--- src/rtl/nx_fifo_stream_reader.sv ---
// nx_fifo_stream_reader: drains a FIFO read port (show-ahead rdata, ren/empty) into a
// registered valid/ready stream via a 2-entry head+skid buffer; latency 1 cycle min.
// Backpressure: out_ready_i stalls the buffer; fifo_ren_o depends only on state, flag, clear, rst.
//
// Ports:
//   clk_i, rst_i (sync, active high), clear_i (flush buffered words)
//   fifo_empty_i, fifo_rdata_i, fifo_ren_o   FIFO read port
//   out_valid_o, out_ready_i, out_data_o      output stream (data masked to 0 when idle)
//   occupancy_o (0..2 buffered words), beat_cnt_o (saturating accepted-beat count)
module nx_fifo_stream_reader #(
  parameter int WIDTH      = 128,
  parameter int CNT_W      = 32,
  parameter bit DATA_RESET = 1'b1
) (
  input  logic             clk_i,
  input  logic             rst_i,
  input  logic             clear_i,
  input  logic             fifo_empty_i,
  input  logic [WIDTH-1:0] fifo_rdata_i,
  output logic             fifo_ren_o,
  output logic             out_valid_o,
  input  logic             out_ready_i,
  output logic [WIDTH-1:0] out_data_o,
  output logic [1:0]       occupancy_o,
  output logic [CNT_W-1:0] beat_cnt_o
);

  typedef enum logic [1:0] {
    EMPTY = 2'd0,
    ONE   = 2'd1,
    TWO   = 2'd2
  } state_e;

  state_e           state_q;
  logic [WIDTH-1:0] head_q;
  logic [WIDTH-1:0] skid_q;
  logic [CNT_W-1:0] beat_cnt_q;
  logic [CNT_W-1:0] beat_cnt_d;
  logic             push;
  logic             pop;

  // Pop strobe looks only at registered state and the empty flag, never at
  // out_ready_i, so the FIFO read path has no combinational dependency on
  // the downstream consumer.
  assign fifo_ren_o  = !fifo_empty_i && (state_q != TWO) && !clear_i && !rst_i;
  assign push        = fifo_ren_o;
  assign out_valid_o = (state_q != EMPTY);
  assign pop         = out_valid_o && out_ready_i;
  assign out_data_o  = out_valid_o ? head_q : '0;
  assign occupancy_o = state_q;
  assign beat_cnt_o  = beat_cnt_q;

  // Saturating: stick at all-ones rather than wrap.
  always_comb begin
    beat_cnt_d = beat_cnt_q;
    if (pop && (beat_cnt_q != {CNT_W{1'b1}})) begin
      beat_cnt_d = beat_cnt_q + {{(CNT_W-1){1'b0}}, 1'b1};
    end
  end

  always_ff @(posedge clk_i) begin
    if (rst_i) begin
      state_q    <= EMPTY;
      beat_cnt_q <= '0;
      if (DATA_RESET) begin
        head_q <= '0;
        skid_q <= '0;
      end
    end else begin
      // A pop coinciding with clear is still a delivered beat.
      beat_cnt_q <= beat_cnt_d;
      if (clear_i) begin
        state_q <= EMPTY;
        if (DATA_RESET) begin
          head_q <= '0;
          skid_q <= '0;
        end
      end else begin
        unique case (state_q)
          EMPTY: begin
            if (push) begin
              head_q  <= fifo_rdata_i;
              state_q <= ONE;
            end
          end
          ONE: begin
            if (push && pop) begin
              head_q <= fifo_rdata_i;
            end else if (push) begin
              skid_q  <= fifo_rdata_i;
              state_q <= TWO;
            end else if (pop) begin
              state_q <= EMPTY;
            end
          end
          TWO: begin
            // Full: push is impossible here, only drain into head.
            if (pop) begin
              head_q  <= skid_q;
              state_q <= ONE;
            end
          end
          default: state_q <= EMPTY;
        endcase
      end
    end
  end

endmodule

--- config.mk ---
export PLATFORM = sky130hd
export DESIGN_NAME = nx_fifo_stream_reader
export DESIGN_NICKNAME = d
export VERILOG_FILES = /design/src/rtl/nx_fifo_stream_reader.sv
export SDC_FILE = /design/constraint.sdc
export NUM_CORES = 1
export LEC_CHECK = 0
export CAP_MARGIN = 10
export CORE_UTILIZATION = 45
export DETAILED_ROUTE_END_ITERATION = 10
export PLACE_DENSITY = 0.76
export SETUP_SLACK_MARGIN = 0.05
export SYNTH_ARGS = -nofsm -noshare
export SYNTH_HDL_FRONTEND = slang
export SYNTH_SLANG_ARGS = --single-unit
--- constraint.sdc ---
create_clock -name clk_i -period 2.7 [get_ports clk_i]
set_clock_uncertainty 0.2 [all_clocks]
set_input_delay 0.54 -clock clk_i [delete_from_list [all_inputs] [get_ports clk_i]]
set_output_delay 0.54 -clock clk_i [all_outputs]
set_load 0.05 [all_outputs]
==> flow_metrics.tcl <==
set metrics [dict create \
    cp-end-kind "output port" \
    die_w_um 170 \
    routed_wl_mm 34.7 \
    fin_ws_ps 99.1 \
    place.gp.congestion 0.807 \
    cts.clk_slew.worst_paths_ps 60 \
    clk_path_buf_depth 3 \
    grt.overflow.total 0 \
    wl_per_cell_um 16.2 \
    setup_tns_ps 0 \
    path_delay_family "buffers and inverters" \
    synthFlopType "dfxtp_1" \
    postCtsHoldBufs 0 \
    synth_area_leaders "dfxtp_1 (46%), mux2i_1 (10%), nand2_1 (8.0%), a211oi_1 (7.7%), and2_1 (6.5%)" \
    die_h_um 170 \
    synth-edff-count 0 \
    synth_nets 1634 \
    die-area_um2 28700 \
    drt_pass1_iterations 6 \
    start_util 0.463 \
    ys_types 39 \
    drive_gt1_frac 0.196 \
    drtAntennaViolNets 0 \
    period_minus_slack_ps 2600 \
    finalCritPeriodShare 0.963 \
    grt_pass1_wl_mm 55.3 \
    path_cells "clkdlybuf4s50_1 > or2_4 > buf_12 > nor3b_4 > buf_12" \
    yosysTopAreaCellShare 0.460 \
    final_nets 1878 \
    avgSynthCellArea_um2 8.42 \
    cts-root-buf "clkbuf_16" \
    synth_top_cell_by_area "dfxtp_1" \
    cap_violations 0 \
    cpMaxStageDelayCell "clkdlybuf4s50_1" \
    finalSetupViolations 0 \
    power_density_nw_per_um2 506 \
    cp_max_fo 5 \
    grt_pass1_vias 10800 \
    final_cell_count_no_fill 2139 \
    crit_top_cell "buf_12" \
    drc_errors 0 \
    multi_input_area_um2 6460 \
    yosysMostFrequentCell "dfxtp_1" \
    fin_area_um2 18700 \
    antenna_found_initial 4 \
    fillers 2074 \
    finalHoldViolCount 0 \
    via_per_inst 5.29 \
    ys_ff_latch 290 \
    synthArstFlopShare 0 \
    dp_cells 2080 \
    worstMarginPinSlew_ps 780 \
    hold_path.class "flip-flop to flip-flop" \
    dpl_cell_area_um2 17600 \
    status "finished, final reports clean" \
    synthCells 1500 \
    drt_iter0_markers 853 \
    syn-cell-area_um2 12600 \
    dpl_worst_slack_ps -31.0 \
    seq_area_frac_synth 0.460 \
    dp_hpwl_mm 22.8 \
    arrival_ps 1860 \
    fin_util 0.685 \
    grt_setup_unrepaired "no" \
    grtUsageTotal 0.237 \
    path_buf_inv 3 \
    crit_path_max_incr_delay_ps 450 \
    regArea_um2 5810 \
    via_count 11300 \
    peakVddDrop_mv 0.338 \
    critical_path_class "primary input to output port" \
    cts_tree "yes" \
    cts_made_buffers 31 \
    cts_htree_levels 1 \
    p_leak_nw 7.36 \
    design.core.area_um2 27300 \
    synthToLayoutAreaGrowth_pct 47.9 \
    startpoint_type "primary input" \
    ios 297 \
    yosysWarnings 0 \
    cts_sinks 290 \
    worst_skew_pair.late_latency_ps 540 \
    grt_max_degree 150 \
    drv_slew 0 \
    portBuffers 296 \
    max_slew_margin 0.480 \
    rows 60 \
    worst_ep_required_time_ps 1960 \
    timing.fmax_mhz 384 \
    synthTopCellsByCount "dfxtp_1 (290), nand2_1 (268), a21oi_1 (150), nor2_1 (147), and2_1 (131)" \
]
## layout by cell type, fill, tap and decap left out, drive strengths merged, types with 3 or more instances in the layout
master / synthesis / layout
or3: 4 / 4
or2: 2 / 3
mux2: 10 / 10
or4: 17 / 17
nand3: 10 / 10
nor2b: 11 / 11
o31ai: 16 / 16
a211oi: 129 / 129
nor4: 5 / 5
mux2i: 129 / 129
nor3: 6 / 6
dfxtp: 290 / 290
buf: 23 / 177
nand4: 15 / 15
and4: 6 / 6
and2: 131 / 131
nand2: 268 / 268
clkbuf: 110 / 46
nor2: 147 / 147
a21oi: 150 / 150
bufinv: 0 / 4
o21ai: 6 / 6
clkdlybuf4s50: 0 / 163
diode: 0 / 4
## power breakdown
group          leakage (nW)  internal (W)  switching, W
Sequential             2.34       0.00433     0.0000272
Combinational          4.51      0.000381      0.000396
Clock                 0.502       0.00266       0.00166
## metal layers
metal | vias to the layer above | part of all wire | wire length [um] | global-route usage
met5 | - | 0 | 0 | 0
met3 | 60 | 0.064 | 2210 | 0.0513
met2 | 340 | 0.49 | 17000 | 0.404
met4 | 0 | 0.029 | 1010 | 0.0897
li1 | 5637 | - | - | -
met1 | 5282 | 0.42 | 14400 | 0.291
## worst register-to-register path, cell delays in order, from the launching register on
cell     delay, ps
dfxtp_1        430
and4_1         260
and4_1         380
and4_4         490
or4_1          180
mux2_1         310
## final timing paths
path                                      end  slack [ps]            from  depth (start not counted)
worst max register to register  beat_cnt_o[6]         350  beat_cnt_o[16]                          5
worst min register to register     skid_q[76]         250      skid_q[76]                          2
worst min-delay path               skid_q[76]         250      skid_q[76]                          2
worst max-delay path               fifo_ren_o         100         clear_i                          5
## through the flow
step / hold WS, ps / total power [W]
after floorplan: 236 / 0.00481
after global placement: 240 / 0.00521
after detailed placement: 246 / 0.00522
after CTS: 253 / 0.00954
after global routing: 266 / 0.00979
final: 253 / 0.00946
## sequential cells by signal (all words and copies together) (netlist names)
signal / count
beat_cnt_o: 32
head_q: 128
occupancy_o: 2
skid_q: 128
## final cells by class
type,count,share of cell area
clock buffers,46,0.0483
flip-flops and latches,290,0.311
inverters,2,0.000402
multi-input cells,1076,0.346
well taps,372,0.0249
diodes,4,0.000536
clock inverters,6,0.00710
repair buffers,343,0.262
## timing repair
| action | CTS | global route |
|---|---|---|
| endpoints found under the setup margin | 107 | 28 |
| pin swaps | 1 | 1 |
| resized for setup | 3 | 4 |
| buffers inserted | 1 | 1 |
| cloned | 1 | 0 |
| hold endpoints to repair | 0 | 0 |
## logic make-up (layout without fill, tap and decap cells)
group                    after synthesis  in the layout  share of synthesized area
AND/OR/NAND/NOR                      630            631                      0.232
adder cells (fa/ha/maj)                1              1                   0.000991
other                                  0              4                          0
XOR/XNOR                               1              1                   0.000694
flip-flops                           290            290                      0.460
buffers and inverters                135            397                     0.0445
multiplexers                         139            139                      0.111
AO/OA/AOI/OAI                        304            304                      0.151
No activity file was read; power rests on OpenSTA's default activity.
